==> src/rtl/da_z0_sequencer.sv <==
// -----------------------------------------------------------------------------
// da_z0_sequencer
//   Bit-serial distributed-arithmetic sequencer for the z0 row of the 8-point
//   DCT stage. One 4-sample butterfly vector is accepted, its bits are walked
//   MSB-first, each bit slice addresses the external z0 coefficient ROM, and
//   the ROM terms are shift-accumulated into a raw signed DA sum.
//
// Ports
//   clk        in   1          rising-edge clock
//   rst        in   1          synchronous active-high reset
//   in_valid   in   1          x_in valid
//   in_ready   out  1          block can accept x_in (IDLE)
//   x_in       in   4*DATA_W   {x3,x2,x1,x0}, x0 in the low DATA_W bits
//   rom_addr   out  3          ROM address (0 outside CALC)
//   rom_cs     out  1          ROM chip select (CALC only)
//   rom_data   in   ROM_W      signed Q2.14 ROM word, same-cycle
//   out_valid  out  1          z_out valid (DONE)
//   out_ready  in   1          downstream accepts z_out
//   z_out      out  ACC_W      signed raw DA sum
//   busy       out  1          high in CALC or DONE
// -----------------------------------------------------------------------------
module da_z0_sequencer #(
  parameter int DATA_W = 16,
  parameter int ROM_W  = 16,
  parameter int ACC_W  = DATA_W + ROM_W + 1
) (
  input  logic                clk,
  input  logic                rst,
  input  logic                in_valid,
  output logic                in_ready,
  input  logic [4*DATA_W-1:0] x_in,
  output logic [2:0]          rom_addr,
  output logic                rom_cs,
  input  logic [ROM_W-1:0]    rom_data,
  output logic                out_valid,
  input  logic                out_ready,
  output logic [ACC_W-1:0]    z_out,
  output logic                busy
);

  localparam int CNT_W = (DATA_W > 1) ? $clog2(DATA_W) : 1;

  typedef enum logic [1:0] {
    S_IDLE,
    S_CALC,
    S_DONE
  } state_t;

  state_t              r_state;
  logic                r_in_ready;
  logic                r_out_valid;
  logic                r_busy;
  logic                r_rom_cs;
  logic [DATA_W-1:0]   r_sr0, r_sr1, r_sr2, r_sr3;
  logic [CNT_W-1:0]    r_bit_cnt;
  logic [ACC_W-1:0]    r_acc;
  logic [ACC_W-1:0]    r_z;

  logic                w_b0, w_b1, w_b2, w_b3;
  logic [2:0]          w_sel;
  logic [2:0]          w_addr;
  logic [ACC_W-1:0]    w_rom_sext;
  logic [ACC_W-1:0]    w_t;
  logic [ACC_W-1:0]    w_acc_next;
  logic                w_first_bit;
  logic                w_last_bit;

  // Current bit slice: MSB of each shift register.
  assign w_b0 = r_sr0[DATA_W-1];
  assign w_b1 = r_sr1[DATA_W-1];
  assign w_b2 = r_sr2[DATA_W-1];
  assign w_b3 = r_sr3[DATA_W-1];

  // Offset-binary folding: when b0 is set the complemented address is used
  // and the term is negated, halving the ROM to 8 entries.
  assign w_sel  = {w_b1, w_b2, w_b3};
  assign w_addr = w_b0 ? ~w_sel : w_sel;

  // Sign-extend before negating so the most negative ROM word negates exactly.
  assign w_rom_sext = {{(ACC_W-ROM_W){rom_data[ROM_W-1]}}, rom_data};
  assign w_t        = w_b0 ? (-w_rom_sext) : w_rom_sext;

  assign w_first_bit = (r_bit_cnt == CNT_W'(DATA_W-1));
  assign w_last_bit  = (r_bit_cnt == '0);

  // Sign-bit slice carries negative weight.
  assign w_acc_next = w_first_bit ? (-w_t) : ((r_acc << 1) + w_t);

  always_ff @(posedge clk) begin
    if (rst) begin
      r_state     <= S_IDLE;
      r_in_ready  <= 1'b1;
      r_out_valid <= 1'b0;
      r_busy      <= 1'b0;
      r_rom_cs    <= 1'b0;
      r_sr0       <= '0;
      r_sr1       <= '0;
      r_sr2       <= '0;
      r_sr3       <= '0;
      r_bit_cnt   <= '0;
      r_acc       <= '0;
      r_z         <= '0;
    end else begin
      case (r_state)
        S_IDLE: begin
          if (in_valid) begin
            r_sr0      <= x_in[0*DATA_W +: DATA_W];
            r_sr1      <= x_in[1*DATA_W +: DATA_W];
            r_sr2      <= x_in[2*DATA_W +: DATA_W];
            r_sr3      <= x_in[3*DATA_W +: DATA_W];
            r_bit_cnt  <= CNT_W'(DATA_W-1);
            r_acc      <= '0;
            r_state    <= S_CALC;
            r_in_ready <= 1'b0;
            r_busy     <= 1'b1;
            r_rom_cs   <= 1'b1;
          end
        end
        S_CALC: begin
          r_acc     <= w_acc_next;
          r_sr0     <= r_sr0 << 1;
          r_sr1     <= r_sr1 << 1;
          r_sr2     <= r_sr2 << 1;
          r_sr3     <= r_sr3 << 1;
          r_bit_cnt <= r_bit_cnt - 1'b1;
          if (w_last_bit) begin
            r_z         <= w_acc_next;
            r_state     <= S_DONE;
            r_rom_cs    <= 1'b0;
            r_out_valid <= 1'b1;
          end
        end
        S_DONE: begin
          if (out_ready) begin
            r_state     <= S_IDLE;
            r_out_valid <= 1'b0;
            r_busy      <= 1'b0;
            r_in_ready  <= 1'b1;
          end
        end
        default: begin
          r_state     <= S_IDLE;
          r_in_ready  <= 1'b1;
          r_out_valid <= 1'b0;
          r_busy      <= 1'b0;
          r_rom_cs    <= 1'b0;
        end
      endcase
    end
  end

  assign in_ready  = r_in_ready;
  assign out_valid = r_out_valid;
  assign busy      = r_busy;
  assign rom_cs    = r_rom_cs;
  assign rom_addr  = r_rom_cs ? w_addr : 3'b000;
  assign z_out     = r_z;

endmodule

==> config.mk <==
export PLATFORM = sky130hd
export DESIGN_NAME = da_z0_sequencer
export DESIGN_NICKNAME = d
export VERILOG_FILES = /design/src/rtl/da_z0_sequencer.sv
export SDC_FILE = /design/constraint.sdc
export NUM_CORES = 1
export LEC_CHECK = 0
export ABC_AREA = 1
export CAP_MARGIN = 20
export CORE_MARGIN = 3
export CORE_UTILIZATION = 50
export CTS_BUF_LIST = sky130_fd_sc_hd__clkbuf_16
export CTS_CLUSTER_DIAMETER = 100
export DETAILED_ROUTE_END_ITERATION = 10
export GPL_ROUTABILITY_DRIVEN = 0
export GPL_TIMING_DRIVEN = 0
export PLACE_DENSITY = 0.75
export SKIP_CTS_REPAIR_TIMING = 1
export SYNTH_ARGS = -nofsm -noshare
export SYNTH_HDL_FRONTEND = slang
export SYNTH_SLANG_ARGS = --single-unit
export TNS_END_PERCENT = 10
==> constraint.sdc <==
create_clock -name clk -period 3.4 [get_ports clk]
set_clock_uncertainty 0.15 [all_clocks]
set_input_delay 0.51 -clock clk [delete_from_list [all_inputs] [get_ports clk]]
set_output_delay 0.51 -clock clk [all_outputs]
set_load 0.01 [all_outputs]
# After elaboration in Yosys (flattened, before gate mapping)
# Cells that the tools add are included.
[word_totals] regBits=139 input_bits=84 out_inout_bits=40 wordCells=65
[classes] addsub=4 eq_ne=6 muxes=30 bitwise=4 reduce_logical=9
[ops] op="$pmux W16 S2" count=4
[ops] op="$mux W33" count=2
[ops] op="$neg A33 Y33" count=2
[ops] op="$mux W16" count=4
[ops] op="$pmux W32 S2" count=1
[ops] op="$add A33 B33 Y33" count=1
[ops] op="$mux W32" count=1
[ops] op="$pmux W1 S3" count=4
[ops] op="$reduce_and A3 Y1" count=4
[ops] op="$pmux W4 S2" count=1
[ops] op="$mux W1" count=6
[ops] op="$mux W2" count=3
[ops] op="$mux W3" count=2
[ops] op="$ne A2 B2 Y1 const B" count=3
[ops] op="$pmux W2 S3" count=1
[ops] op="$eq A4 B4 Y1 const B" count=1
[ops] op="$logic_not A4 Y1" count=1
[ops] op="$mux W4" count=1
[ops] op="$reduce_and A2 Y1" count=2
[ops] op="$sub A4 B1 Y4 const B" count=1
[ops] op="$not A1 Y1" count=3
[ops] op="$not A3 Y3" count=1
[ops] op="$eq A2 B1 Y1 const B" count=1
[ops] op="$eq A2 B2 Y1 const B" count=1
[ops] op="other kinds (2)" count=2

# Longest topological paths before layout
# Gate-level depths: netlist of the first run.
[logic_depth] depth_word=5 ltp_mapped=24 mapped_depth_nobuf=24

# Least setup slack after synthesis of the first run
# OpenSTA, ideal clock, no wires.
[synth_path] kind="input to register" startpoint="input rom_data[0]" endpoint="register r_z[19], in the netlist z_out[19]" arrival_time_ns=3.043 required_time_ns=3.137 path_slack_ns=0.094 cell_stages=17 path_buffers=0 path_cell_list="inv_1 -> ha_1 -> nand2_1 -> nor2_2 -> nand3_1 -> ha_1 -> a21oi_1 -> ha_1 -> a21oi_1 -> o21ai_0 -> a21oi_1 -> nand3_1 -> or2_2 -> nand3_1 -> nand2_1 -> o21ai_1 -> inv_1"
[synth_via] elab_chain_len=4 elab_cells_between_ends=5
[synth_lines] item="from (decl)" line_no="34" text="input logic [ROM_W-1:0] rom_data,"
[synth_lines] item="$neg A33 Y33" line_no="81" text="assign w_t = w_b0 ? (-w_rom_sext) : w_rom_sext;"
[synth_lines] item="$mux W33 (*)" line_no="81"
[synth_lines] item="$add A33 B33 Y33 or $neg A33 Y33 (tied branches)" line_no="87" text="assign w_acc_next = w_first_bit ? (-w_t) : ((r_acc << 1) + w_t);"
[synth_lines] item="$mux W33 (*)" line_no="87"
[synth_lines] item="to (signal assigned)" line_no="127" text="r_z <= w_acc_next;"
[synth_lines] item="to (decl)" line_no="57" text="logic [ACC_W-1:0] r_z;"
# Mark *: on every way between the ends. The rest lies on a longest branch, timed or not.
# A chain may end at the register's enable or synchronous reset.

# Worst setup path after layout of the first run
[layout_path] startpoint="input rom_data[12]" endpoint="register r_z[20], in the netlist z_out[20]"
# The elaborated chain is that of the path after synthesis.

==> impl_metrics.tcl, run 1 <==
set metrics [dict create \
    crit_arrival_ns 3.53 \
    switchingPower_uw 2720 \
    ys.warnings.count 0 \
    crit_path_frequent_cell "nand2_1" \
    timing.critical_path.fanout_max 3 \
    setup.worst_path.start_class "input port" \
    syn-mean-instance-area_um2 6.30 \
    synthTopCellsByArea "dfxtp_1, nand2_1, nor2_1" \
    vias_per_cell 5.48 \
    worst-endpoint-required_ns 3.58 \
    post_route_cells_drive_above_1_share_pct 11.8 \
    post-route-worst-setup-slack_ns 0.0521 \
    route.detailed.wl_per_inst_um 15.3 \
    drv.max_cap_violation_count 0 \
    post-route-drc-count 0 \
    rr_endpoint "r_acc[28]$_SDFFE_PP0P_" \
    critPathCaptureType "flip-flop" \
    yosys-top-cells-count "nand2_1, nor2_1, dfxtp_1" \
    hold_viol_final 0 \
    worst_r2r_startpoint "r_sr0[15]$_SDFFE_PP0P_" \
    vias 9681 \
    ys_ff_latch 139 \
    min_delay_path_depth 3 \
    power.share.sequential_pct 30.0 \
    synth_seq_area_share_pct 31.9 \
    netlist-cell-type-count 47 \
    insertion_delay_ns 0.44 \
    global_route.usage.met2_pct 45.7 \
    slowest_stage_cell_cp "clkdlybuf4s50_1" \
    cpLargestDelayFamily "simple AND/OR/NAND/NOR gates" \
    most_frequent_cell_after_synthesis "nand2_1" \
    synth-edff-count 0 \
    grt_use_met3_pct 6.39 \
    synthesis.area_um2 8710 \
    final.setup.tns_ns 0 \
    tightestPinTransition_ns 0.780 \
    io_buffer_count 123 \
    synth_top_area_share_pct 31.9 \
    async_flop_share_pct 0 \
    core_area_um2 16800 \
    hold_path.startpoint "rom_data[0]" \
    row_count 47 \
    h-tree-depth 4 \
    grt_pass1_wl_mm 41.7 \
    holdCritPathClass "in2reg" \
    timing.critical_path.slowest_cell_delay_ns 0.44 \
    drt-initial-drc-count 717 \
    grt_pass1_vias 8778 \
    grtUsageTotal_pct 27.6 \
    rsz_0062_raised_after_global_routing "true" \
    initial_util_pct 51.8 \
    peakVddDrop_v 0.000440 \
    layout.filler_cells 1511 \
    place_ws_ns -1.12 \
    yosys_most_used_dff "dfxtp_1" \
    final.period_utilization_pct 98.5 \
    die_area_um2 19000 \
    ff2ff_setup_slack_ns 0.20 \
    antenna_found_initial 0 \
    tritoncts "yes" \
    layout_min_cycle_time_ns 3.35 \
    residual_overflow_from_global_routing 0 \
    worst-path-buf-inv 2 \
    switching_share_pct 39.6 \
    cts-root-buf "clkbuf_16" \
    die_width_um 138 \
    grt-busiest-layer "met2" \
    io_pins 124 \
    post_synth_inst_count 1382 \
    final_net_count 1659 \
    place.detailed.hpwl_mm 20.3 \
    maxSlewViolCount 0 \
    timing.critical_path.cells "clkdlybuf4s50_1, nor2_1, nand2_1, nor2_4, nand3_2, ha_4, a21oi_4, ha_4, a21oi_2, o21a_1, o21bai_1, a21oi_1, nand2_1, or2_2, nand3_1, nand2_1, o21ai_1, inv_1" \
    holdPathEnd "r_acc[0]$_SDFFE_PP0P_" \
    path_class "in2reg" \
    achievable-frequency_mhz 299 \
    drt_pass1_iterations 6 \
    setup_viol 0 \
    p_per_area_nw_per_um2 605 \
    leakage_uw 0.00502 \
    synth_largest_area_cell "dfxtp_1" \
    synth.net_count 1510 \
    share_comb_of_total_power_pct 40.3 \
    worstRegToRegCells 19 \
    power_report.internal_total_uw 4150 \
    source_of_the_critical_timing_path "rom_data[12]" \
    pin_count_of_the_biggest_net_entering_global_routing 17 \
    antenna_left 0 \
    floorplan.die.height_um 138 \
    drt_wl_total_mm 27.0 \
    status "finished clean" \
    clock_path_buffers 2 \
    global_route.usage.met1_pct 34.5 \
    clkSinkCount 139 \
    max_slew_headroom_pct 47.8 \
    worst_setup_hold_path_clk_slew_ns 0.06 \
    clock_buffers_created_by_tritoncts 17 \
    clockPowerShare_pct 29.7 \
    area_growth_pct 30.4 \
]
## how the worst max path moves through the flow
stage	endpoint	cells after the start	slack [ns]
floorplan	z_out[19]$_SDFFE_PP0P_	17	0.09
global placement	z_out[19]$_SDFFE_PP0P_	18	-1.12
detailed placement	z_out[19]$_SDFFE_PP0P_	18	-1.12
CTS	r_acc[31]$_SDFFE_PP0P_	23	-0.68
global route	z_out[24]$_SDFFE_PP0P_	20	-0.09
finish	z_out[20]$_SDFFE_PP0P_	18	0.05
## stage by stage
stage                     util (%)  power, uW  instance area, um^2  hold WS [ns]  cells
after floorplan                  -       3770                 8710         0.291   1382
after global placement        60.7       4530                10200         0.302   1725
after detailed placement      60.7       4580                10200         0.308   1725
after CTS                     64.5       6620                10900         0.316   1757
after global routing          67.5       7290                11400         0.262   1764
final                         67.5       6870                11400         0.237   1765
## metal layers
| layer | wire length (um) | vias up |
|---|---|---|
| li1 | - | 4798 |
| met1 | 11500 | 4424 |
| met2 | 12600 | 390 |
| met3 | 2000 | 69 |
| met4 | 855 | 0 |
| met5 | 0 | - |
## tightest hold or removal path: stages
cell      delay (ns)
clkbuf_2        0.12
nand2_1         0.08
a21oi_1         0.06
## cell type report
class	count	area, um^2	share of cell area (%)
Multi-Input combinational cell	1044	5560	49.0
Sequential cell	139	2780	24.5
Timing Repair Buffer	130	1310	11.5
Inverter	142	533	4.69
Clock buffer	17	425	3.75
Tap cell	220	275	2.42
Buffer	57	251	2.21
Clock inverter	15	211	1.86
Antenna cell	1	2.50	0.0220
## power by group through the flow
stage / Sequential (uW) / Clock, uW / Combinational (uW)
2_1_floorplan: 2070 / 0 / 1700
3_3_place_gp: 2070 / 0 / 2460
3_5_place_dp: 2080 / 0 / 2500
4_1_cts: 2050 / 2050 / 2520
5_1_grt: 2090 / 2130 / 3070
6_report: 2060 / 2040 / 2770
## logic make-up after synthesis
family,after synthesis,synth area share [%]
buf+inv,199,8.98
simple gates,718,34.0
flops,139,31.9
fa+ha+maj,44,6.41
xor+xnor,6,0.690
compound gates,276,17.9
## sequential cells by signal (all words and copies together) (netlist names)
signal / count
z_out: 33
r_acc: 32
r_sr0: 16
r_sr1: 16
r_sr2: 16
r_sr3: 16
r_bit_cnt: 4
r_state: 2
busy: 1
in_ready: 1
out_valid: 1
rom_cs: 1
## layout by cell type, fill, tap and decap left out, types with 6 or more instances in the layout
master	n
a21oi_1	82
a21oi_2	12
a31oi_1	60
buf_2	9
buf_4	10
clkbuf_1	39
clkbuf_16	17
clkdlybuf4s50_1	109
dfxtp_1	139
dlymetal6s2s_1	13
ha_1	26
ha_2	8
ha_4	9
inv_1	131
inv_2	11
nand2_1	430
nand2_2	24
nand3_1	62
nand3_2	8
nand3b_1	8
nand4_1	8
nor2_1	129
nor2_2	22
nor2_4	6
nor3_1	6
o21ai_0	62
o21ai_1	21
o21ai_2	6
or2_2	6
(Power assumes the default switching activity.)
==> inputs of run 2 (changes only) <==
Settings changed: CORE_UTILIZATION 50 to 56, PLACE_DENSITY 0.75 to 0.8, SETUP_SLACK_MARGIN from default to 0.05.
Clock period 3.4 ns to 3.73 ns, I/O delays scaled along.
==> impl_metrics.tcl, run 2 (synthesized netlist as in run 1, its figures left out) <==
set metrics [dict create \
    vias_per_cell 5.59 \
    most_common_library_cell_in_the_layout_ignoring_fill_and_taps "nand2_1" \
    hold_viol_final 0 \
    route.detailed.wl_per_inst_um 15.5 \
    timing.critical_path.cells "clkdlybuf4s50_1, nor2_1, nand2_1, nor2_1, nand3_2, ha_4, a21oi_4, ha_4, a21oi_2, o21ai_0, a21oi_2, nand3_1, or2_2, nand3_1, nand2_1, nand2_1, a21oi_1" \
    cts-root-buf "clkbuf_16" \
    clock_buffers_created_by_tritoncts 17 \
    row_count 44 \
    achievable-frequency_mhz 281 \
    crit_arrival_ns 3.71 \
    final.period_utilization_pct 95.4 \
    drv.max_cap_violation_count 0 \
    max_slew_headroom_pct 33.3 \
    critPathCaptureType "flip-flop" \
    post-route-drc-count 0 \
    die_area_um2 17100 \
    setup.worst_path.start_class "input port" \
    drt_wl_total_mm 26.8 \
    worst_setup_hold_path_clk_slew_ns 0.07 \
    core_area_um2 14900 \
    pin_count_of_the_biggest_net_entering_global_routing 17 \
    maxSlewViolCount 0 \
    timing.critical_path.slowest_cell_delay_ns 0.46 \
    initial_util_pct 58.6 \
    peakVddDrop_v 0.000414 \
    cpLargestDelayFamily "simple AND/OR/NAND/NOR gates" \
    post-route-worst-setup-slack_ns 0.173 \
    area.sequential_um2 2780 \
    insertion_delay_ns 0.44 \
    switchingPower_uw 2480 \
    area_growth_pct 27.5 \
    h-tree-depth 4 \
    largest_register_ff_count 33 \
    most-common-layout-cells "nand2_1, nor2_1, dfxtp_1" \
    switching_share_pct 40.6 \
    vias 9662 \
    power.share.sequential_pct 30.7 \
    leakage_uw 0.00491 \
    tritoncts "yes" \
    io_buffer_count 123 \
    grt_pass1_wl_mm 41.7 \
    clkSinkCount 139 \
    multi_input_comb_area_um2 5410 \
    path_class "in2reg" \
    setup_viol 0 \
    status "finished clean" \
    tightestPinTransition_ns 0.996 \
    design_power_total_uw 6100 \
    holdCritPathClass "reg2reg" \
    layout_min_cycle_time_ns 3.56 \
    insertedDiodeCount 0 \
    clock_path_buffers 2 \
    io_pins 124 \
    residual_overflow_from_global_routing 0 \
    slowest_stage_cell_cp "clkdlybuf4s50_1" \
    share_comb_of_total_power_pct 40.3 \
    grt_pass1_vias 8732 \
    power_report.internal_total_uw 3620 \
    layout.filler_cells 1238 \
    clockPowerShare_pct 28.9 \
    drt-initial-drc-count 880 \
    worst-endpoint-required_ns 3.88 \
    rsz_0062_raised_after_global_routing "true" \
    place.detailed.hpwl_mm 20.1 \
    floorplan.die.height_um 131 \
    antenna_found_initial 0 \
    die_width_um 131 \
    grtUsageTotal_pct 31.0 \
    timing.critical_path.fanout_max 5 \
    crit_path_frequent_cell "nand2_1" \
    p_per_area_nw_per_um2 549 \
    antenna_left 0 \
    post_route_cells_drive_above_1_share_pct 9.20 \
    place_ws_ns -0.903 \
    final_net_count 1659 \
    drt_pass1_iterations 8 \
    worst-path-buf-inv 1 \
]
## run 2: cell types whose count changed in the layout (fill, tap and decap cells not counted), sizes merged
cell,before,now
clkbuf,57,56
inv,148,151
dlymetal6s2s,13,2
diode,1,0
bufinv,4,2
clkdlybuf4s50,109,121
clkinv,4,3
## run 2: stage by stage
stage / setup TNS, ns / hold slack (ns) / std cells / cell area (um^2) / util, %
2_1_floorplan: 0 / 0.291 / 1382 / 8710 / -
3_3_place_gp: -25.98 / 0.300 / 1689 / 10200 / 68.4
3_5_place_dp: -28.44 / 0.305 / 1689 / 10200 / 68.4
4_1_cts: -9.05 / 0.315 / 1721 / 10800 / 72.5
5_1_grt: 0 / 0.341 / 1728 / 11100 / 74.7
6_report: 0 / 0.313 / 1728 / 11100 / 74.7
## run 2: layout make-up
type,count,area share (%)
Multi-Input combinational cell,1044,48.7
Sequential cell,139,25.1
Timing Repair Buffer,130,11.6
Inverter,142,4.80
Clock buffer,17,3.83
Buffer,57,2.24
Tap cell,184,2.07
Clock inverter,15,1.67
## run 2: routing by layer
metal  track usage, %  wire length [um]  up-vias  part of all wire, %
met3             7.32              2140       82                  8.0
met5                0                 0        -                    0
li1                 -                 -     4791                    -
met4             13.6              1010        0                  3.7
met1             39.1             11300     4385                   42
met2             50.5             12400      404                   46
## run 2: worst min-delay path: cells and delay by family, from the launching register on
family / cells / cell delay, ns
and+or+nand+nor: 1 / 0.06
AOI/OAI and AO/OA: 1 / 0.05
DFF: 1 / 0.31
## run 2: final timing paths
kind	startpoint	to	slack [ns]	depth (start not counted)
max	rom_data[10]	r_acc[19]$_SDFFE_PP0P_	0.17	17
min	r_sr1[0]$_SDFFE_PP0P_	r_sr1[0]$_SDFFE_PP0P_	0.31	2
max reg2reg	r_sr0[15]$_SDFFE_PP0P_	z_out[24]$_SDFFE_PP0P_	0.32	18
min reg2reg	r_sr1[0]$_SDFFE_PP0P_	r_sr1[0]$_SDFFE_PP0P_	0.31	2
## run 2: power groups by stage
stage / clock, uW / sequential [uW] / combinational (uW)
2_1_floorplan: 0 / 1890 / 1550
3_3_place_gp: 0 / 1890 / 2240
3_5_place_dp: 0 / 1890 / 2270
4_1_cts: 1780 / 1870 / 2290
5_1_grt: 1840 / 1900 / 2740
6_report: 1760 / 1880 / 2460
==> inputs of run 3 (changes only) <==
Clock period 3.73 ns to 4.07 ns, I/O delays scaled along.
==> impl_metrics.tcl, run 3 (synthesized netlist as in run 1, its figures left out) <==
set metrics [dict create \
    antenna_found_initial 0 \
    worst_hold_slack_ns 0.314 \
    timing.critical_path.fanout_max 5 \
    core_area_um2 14900 \
    drv.max_cap_violation_count 0 \
    top_signal_layer_used "met4" \
    place_ws_ns -0.614 \
    layout_min_cycle_time_ns 3.83 \
    worst_setup_hold_path_clk_slew_ns 0.07 \
    critPathCaptureType "flip-flop" \
    p_per_area_nw_per_um2 506 \
    initial_util_pct 58.6 \
    largest_register_ff_count 33 \
    maxSlewViolCount 0 \
    final_core_utilization_pct 73.1 \
    final.period_utilization_pct 94.1 \
    ff2ff_setup_slack_ns 0.62 \
    place.detailed.hpwl_mm 20.1 \
    antenna_left 0 \
    die_area_um2 17100 \
    final.setup.tns_ns 0 \
    vias_per_cell 5.53 \
    m1WireLength_mm 11.0 \
    sum_of_met2_wire_segment_lengths_after_detailed_routing_mm 12.1 \
    crit_path_frequent_cell "a21oi_1" \
    floorplan.die.height_um 131 \
    post-route-worst-setup-slack_ns 0.241 \
    drt_pass1_iterations 8 \
    most_common_library_cell_in_the_layout_ignoring_fill_and_taps "nand2_1" \
    area_growth_pct 24.8 \
    io_pins 124 \
    achievable-frequency_mhz 261 \
    status "finished clean" \
    clock_path_buffers 2 \
    slowest_stage_cell_cp "clkdlybuf4s50_1" \
    insertedDiodeCount 0 \
    worst-endpoint-required_ns 4.28 \
    cts-root-buf "clkbuf_16" \
    max_slew_headroom_pct 28.7 \
    path_class "in2reg" \
    insertion_delay_ns 0.44 \
    timing.critical_path.slowest_cell_delay_ns 0.46 \
    residual_overflow_from_global_routing 0 \
    drt_wl_total_mm 26.1 \
    most-common-layout-cells "nand2_1, nor2_1, dfxtp_1" \
    grt_pass1_wl_mm 41.7 \
    cpLargestDelayFamily "compound AO/OA/AOI/OAI gates" \
    drt-initial-drc-count 901 \
    worst-path-buf-inv 1 \
    grt_pass1_vias 8732 \
    setup.worst_path.start_class "input port" \
    holdCritPathClass "reg2reg" \
    hold_viol_final 0 \
    clock_buffers_created_by_tritoncts 17 \
    clkSinkCount 139 \
    final_design_area_no_fill_um2 10900 \
    tightestPinTransition_ns 1.07 \
    io_buffer_count 123 \
    crit_arrival_ns 4.04 \
    setup_viol 0 \
    rsz_0062_raised_after_global_routing "true" \
    die_width_um 131 \
    timing.critical_path.cells "clkdlybuf4s50_1, nor2_1, nand2_1, nor2_1, nand3_1, ha_1, a21oi_2, ha_1, a21oi_1, o21ai_0, a21oi_1, nand3_1, a21oi_1, o21ai_0, nand2_1, nand2_1, a21oi_1" \
    pin_count_of_the_biggest_net_entering_global_routing 17 \
    met3WireLength_mm 2.16 \
    post_route_cells_drive_above_1_share_pct 6.76 \
    post_dp_cell_area_um2 10200 \
    peakVddDrop_v 0.000379 \
    h-tree-depth 4 \
    post-route-drc-count 0 \
    route.detailed.wl_per_inst_um 15.2 \
    final_net_count 1654 \
    leakage_uw 0.00484 \
    vias 9528 \
    tritoncts "yes" \
    grtUsageTotal_pct 31.0 \
    row_count 44 \
]
run 3: worst paths after layout:
path	startpoint	to	depth (start not counted)
max	rom_data[5]	r_acc[18]$_SDFFE_PP0P_	17
min	r_sr1[0]$_SDFFE_PP0P_	r_sr1[0]$_SDFFE_PP0P_	2
max reg2reg	r_sr0[15]$_SDFFE_PP0P_	z_out[24]$_SDFFE_PP0P_	18
min reg2reg	r_sr1[0]$_SDFFE_PP0P_	r_sr1[0]$_SDFFE_PP0P_	2
run 3: final cells by class:
class                   count  area (um^2)
flip-flops and latches    139         2780
clock buffers              17          425
fillers                  1286         3990
inverters                 142          533
well taps                 184          230
plain buffers              57          249
multi-input cells        1044         5220
clock inverters            15          185
repair buffers            125         1250
run 3: power by group:
group	total [uW]	internal, uW	switching, uW
sequential	1720	1580	133
clock	1610	930	685
combinational	2170	771	1400
run 3: worst min-delay path, delay by kind of cell, from the launching register on:
| family | cells | cell delay [ns] |
|---|---|---|
| and+or+nand+nor | 1 | 0.06 |
| AOI/OAI and AO/OA | 1 | 0.05 |
| DFF | 1 | 0.31 |
run 3: through the flow:
step                total power [uW]  instances
floorplan                       3150       1382
global placement                3780       1689
detailed placement              3820       1689
CTS                             5440       1721
global route                    5850       1723
finish                          5500       1723
run 3: metal layers:
metal,vias up,GRT usage (%)
met4,0,13.6
met5,-,0
met1,4266,39.1
met3,75,7.32
met2,397,50.5
li1,4790,-
==> RTL edit 1 (flow settings as in run 3) <==
Encoding of `state_t`: now one-hot (3 bits for 3 states).
--- a/src/rtl/da_z0_sequencer.sv
+++ b/src/rtl/da_z0_sequencer.sv
@@ -42,6 +42,6 @@
 
-  typedef enum logic [1:0] {
-    S_IDLE,
-    S_CALC,
-    S_DONE
+  typedef enum logic [2:0] {
+    S_IDLE = 3'b001,
+    S_CALC = 3'b010,
+    S_DONE = 3'b100
   } state_t;
Check against the original RTL: no difference found for any inputs over 10 cycles, from zero or initial values and one cycle with rst high; not proved beyond that.
==> RTL edit 1 against run 3 <==
Wire length up 6.6%. Count of clock-buffer cells in the layout is the same. Setup slack got worse by 0.055 ns. Fmax fell by 1.4%. Sequential cell count increased by 1. Design area is 3.8% higher. Synthesized area increased by 4.9%. Highest routed layer unchanged. Non-clock buffer count rose by 6. Largest cell class unchanged. Total power rose by 17%. First-iteration DRC count is 20% lower. Global-route usage shrank 0.20 points.
==> RTL edit 1: results (changes against run 3) <==
Sequential fraction of the synthesis area: 30.68% (-1.3 points)
First-pass GRT wire length: 44,940 um (+7.8%)
Multi-input gates: 1,073 (+2.8%)
PD cells: 570.5 nW/um2 (+13%)
Sequential Power Share: 30.4% (-0.8 points)
Yosys cell types: 50 (+6.4%)
Clock-cell share: 4.900% (-0.72 points)
Met1 WL: 11,320 um (+3.1%)
GRT Util Overall: 30.76% (-0.20 points)
Largest net degree at the start of global routing: 17 (unchanged)
Port buffer count: 122 (-0.81%)
Initial antenna violation count: 0 (unchanged)
Startpoint of the worst hold path: out_valid$_SDFFE_PP0P_
Worst-case reg-to-reg path depth: 20 (+2)
Critical Path Max Stage Delay: 0.47 ns
DP Worst Slack: -0.9339 ns (-0.3199 ns)
Post-synth net total: 1,540 (+2.0%)
Routed met2 length: 12,600 um (+4.5%)
Multi-input logic area: 5615 um2 (+7.7%)
Worst vdd ir: 0.3484 mV (-8.0%)
Switching Fraction: 43.29% (+3.0 points)
Signal buffers share of area: 13.57% (-0.21 points)
First-pass iteration count of the detailed router: 8 (unchanged)
Combinational power share: 46.5% (+7.0 points)
Leakage power: 5.051 nW (+4.5%)
Arrival time worst endpoint: 4.05 ns (about the same)
Worst slew pin tran: 0.7447 ns (-0.3216 ns)
Via-per-instance ratio: 5.604 (+1.3%)
Hold Crit Class: reg2reg
Sequential cell area: 2803 um2 (+0.72%)
DRT iter0 DRCs: 720 (-20%)
Worst flop-to-flop path startpoint: r_sr0[15]$_SDFFE_PP0P_
Non-clk invs: 135 (-4.9%)
Final worst-path cycle share: 95.41% (+1.3 points)
Max FFs per register: 33 (unchanged)
Status: finished, final reports clean
Crit-path max FO: 5 (unchanged)
Top post-synthesis cells by area: dfxtp_1, nand2_1, o21ai_0
Met2 Resource Use GR: 50.14% (-0.38 points)
Share of layout cells above drive strength 1: 9.323% (+2.6 points)
Worst Setup SP: rom_data[5]
Diodes inserted: 0 (unchanged)
R2R Path End: z_out[20]$_SDFFE_PP0P_
Met1 Usage GRT: 38.01% (-1.1 points)
Vias in the first global route: 9,589 (+9.8%)
H-tree depth: 4 (unchanged)
Worst reg-to-reg setup slack: 0.63 ns
Synth cell count leaders: nand2_1, dfxtp_1, nor2_1
Hold path endpoint: out_valid$_SDFFE_PP0P_
FF+latch count: 140 (+0.72%)
Metal3 WL: 2626 um (+22%)
Layout fillers: 1,443 (+12%)
Met3 GRT Util: 7.024% (-0.29 points)
Detailed Route WL: 27,870 um (+6.6%)
Number of nets in the layout: 1,683 (+1.8%)
Non-clock buffers: 188 (+3.3%)
Post-DP HPWL: 21,140 um (+5.4%)
Clock Latency Late Sink: 0.42 ns (-0.02 ns)
[RTL edit 1: metrics by stage]
stage,TNS [ns],util (%),instances,hold WS (ns),area [um2]
2_1_floorplan,0,-,1412,0.2901,9135
3_3_place_gp,-17.65,66.65,1750,0.3011,10630
3_5_place_dp,-20.64,66.65,1750,0.3069,10630
4_1_cts,-5.346,70.12,1780,0.3158,11180
5_1_grt,0,70.79,1782,0.3447,11290
6_report,0,70.79,1782,0.3120,11290
[RTL edit 1: worst max-delay path: cells and delay by family]
kind            cells  cell delay, ns
compound gates      6            1.05
fa+ha+maj           2            0.65
buf+inv             2            0.53
simple gates        9            1.21
[RTL edit 1: cells by family after synthesis]
logic type	Yosys count	share of synthesized area (%)
xor+xnor	5	0.4795
simple gates	699	34.58
compound gates	325	19.41
buf+inv	199	8.738
fa+ha+maj	44	6.109
flops	140	30.68
==> RTL edit 2 (config.mk and constraints of run 3) <==
Made on the original files. Set the parameter `ROM_W` to 24 (it was 16).
--- a/src/rtl/da_z0_sequencer.sv
+++ b/src/rtl/da_z0_sequencer.sv
@@ -23,3 +23,3 @@
   parameter int DATA_W = 16,
-  parameter int ROM_W  = 16,
+  parameter int ROM_W  = 24,
   parameter int ACC_W  = DATA_W + ROM_W + 1
Ports: changed (resized rom_data and z_out); port bits go from 124 to 140. The function was not compared with the original's and may differ.
==> RTL edit 2 against run 3 <==
Total power increased by 16%. Sequential cell count is 16 higher. Global-route usage grew 1.3 points. Setup slack got worse by 0.080 ns. Cell count rose by 24%. Utilization shrank 2.3 points. Critical path depth up 3. Non-clock buffer count rose by 31. Wire length rose by 30%. Synthesized area grew 23%. Design area grew 22%. Via count rose by 27%. Critical path type unchanged. Critical endpoint is now z_out[36]$_SDFFE_PP0P_. Largest cell class unchanged. Largest power group unchanged.
==> RTL edit 2: results (changes against run 3) <==
Worst hold slack: 0.3158 ns (+0.001765 ns)
Drc violations: 0 (unchanged)
Clk pin slew, worst setup/hold paths: 0.06 ns
Number of nets in the layout: 2,022 (+22%)
Post-DP HPWL: 25,890 um (+29%)
H-tree depth: 4 (unchanged)
Synth warn: 0 (unchanged)
Root buffer cell: clkbuf_16
Fin cells: 2,130 (+24%)
Yosys cell types: 49 (+4.3%)
Met2 Resource Use GR: 53.40% (+2.9 points)
Diodes inserted: 0 (unchanged)
Met1 Usage GRT: 40.42% (+1.3 points)
Slew margin rel.: 42.24% (+14 points)
Final worst-path cycle share: 96.04% (+2.0 points)
Vias in the first global route: 11.19k (+28%)
GRT Util Overall: 32.27% (+1.3 points)
Avg Synthesized Cell Area: 6.251 um2 (-0.81%)
DRT iter0 DRCs: 1,064 (+18%)
Critical Path Max Stage Delay: 0.47 ns
Synth cell count leaders: nand2_1, nor2_1, inv_1
Slowest cell on crit path: clkdlybuf4s50_1
Clock Path Buffers: 2 (unchanged)
DP Worst Slack: -0.7735 ns (-0.1594 ns)
First-pass iteration count of the detailed router: 6 (-2)
Share of layout cells above drive strength 1: 9.177% (+2.4 points)
Port buffer count: 138 (+12%)
Worst reg-to-reg setup slack: 0.52 ns (-0.10 ns)
Ys async rst share: 0% (unchanged)
Status: finished, final reports clean
Worst vdd ir: 0.2988 mV (-21%)
Detailed Route WL: 34,060 um (+30%)
Largest net degree at the start of global routing: 17 (unchanged)
First-pass GRT wire length: 54,040 um (+30%)
Top post-synthesis cells by area: dfxtp_1, nand2_1, nor2_1
Layout fillers: 1,661 (+29%)
Crit-path max FO: 7 (+2)
Sequential fraction of the synthesis area: 28.91% (-3.0 points)
Post-synth net total: 1,855 (+23%)
DP Area: 12,410 um2 (+22%)
Max FFs per register: 41 (+24%)
Via count: 12.14k (+27%)
Met3 GRT Util: 6.481% (-0.84 points)
CP top delay family: simple AND/OR/NAND/NOR gates
Arrival time worst endpoint: 4.09 ns (+0.05 ns)
Hold Crit Class: reg2reg
Leakage power: 6.084 nW (+26%)
[RTL edit 2: cell count changes in the layout (fill, tap and decap cells not counted), moves of 15 or more]
| cell | before | now |
|---|---|---|
| o21ai_0 | 68 | 83 |
| dfxtp_1 | 139 | 155 |
| nand2_1 | 444 | 522 |
| inv_1 | 137 | 176 |
| nor2_1 | 146 | 186 |
| nand3_1 | 67 | 94 |
| nand2_2 | 12 | 28 |
[RTL edit 2: worst reg2reg max path, stage by stage, from the launching register on]
cell and delay [ns]:
dfxtp_1 0.39, buf_4 0.20, buf_4 0.19, buf_2 0.31, nand3_1 0.13, nand2_1 0.16, inv_1 0.11, ha_1 0.31
nand2_1 0.11, nor2_1 0.16, inv_1 0.08, nor2_1 0.12, inv_1 0.08, nor3_2 0.17, nand3_1 0.10, nand3_1 0.17
a21oi_1 0.08, o21ai_0 0.14, nand2_2 0.08, o21ai_1 0.14, inv_1 0.05
[RTL edit 2: layout make-up]
class / instances / area, um2 / share of cell area [%]
tap: 234 / 292.8 / 2.202
multi-input combinational: 1309 / 6868 / 51.65
clock buffer: 17 / 425.4 / 3.199
inverter: 188 / 708.2 / 5.326
sequential: 155 / 3103 / 23.34
buffer: 65 / 279.0 / 2.098
clock inverter: 14 / 158.9 / 1.195
timing repair buffer: 148 / 1461 / 10.99
[RTL edit 2: layer usage]
metal | vias up | share of wire, %
li1 | 5901 | -
met1 | 5489 | 40
met2 | 635 | 46
met3 | 116 | 8.7
met4 | 0 | 4.5
met5 | - | 0
[RTL edit 2: power by group]
part           switching [mW]  leakage [nW]  internal, mW
registers               0.155          1.27          1.77
clock network           0.710         0.287         0.915
logic                    1.83          4.53          1.02
[RTL edit 2: kinds of logic after synthesis]
kind of cell	synth area share, %
adder cells (fa/ha/maj)	5.433
XOR/XNOR	0.9793
AND/OR/NAND/NOR	38.26
buffers and inverters	9.210
AO/OA/AOI/OAI	17.21
flip-flops	28.91
[RTL edit 2: worst paths after layout]
kind / start / cells past startpoint / to
max: rom_data[1] / 20 / z_out[36]$_SDFFE_PP0P_
min: r_sr3[0]$_SDFFE_PP0P_ / 2 / r_sr3[0]$_SDFFE_PP0P_
max reg2reg: r_sr0[15]$_SDFFE_PP0P_ / 20 / z_out[36]$_SDFFE_PP0P_
min reg2reg: r_sr3[0]$_SDFFE_PP0P_ / 2 / r_sr3[0]$_SDFFE_PP0P_
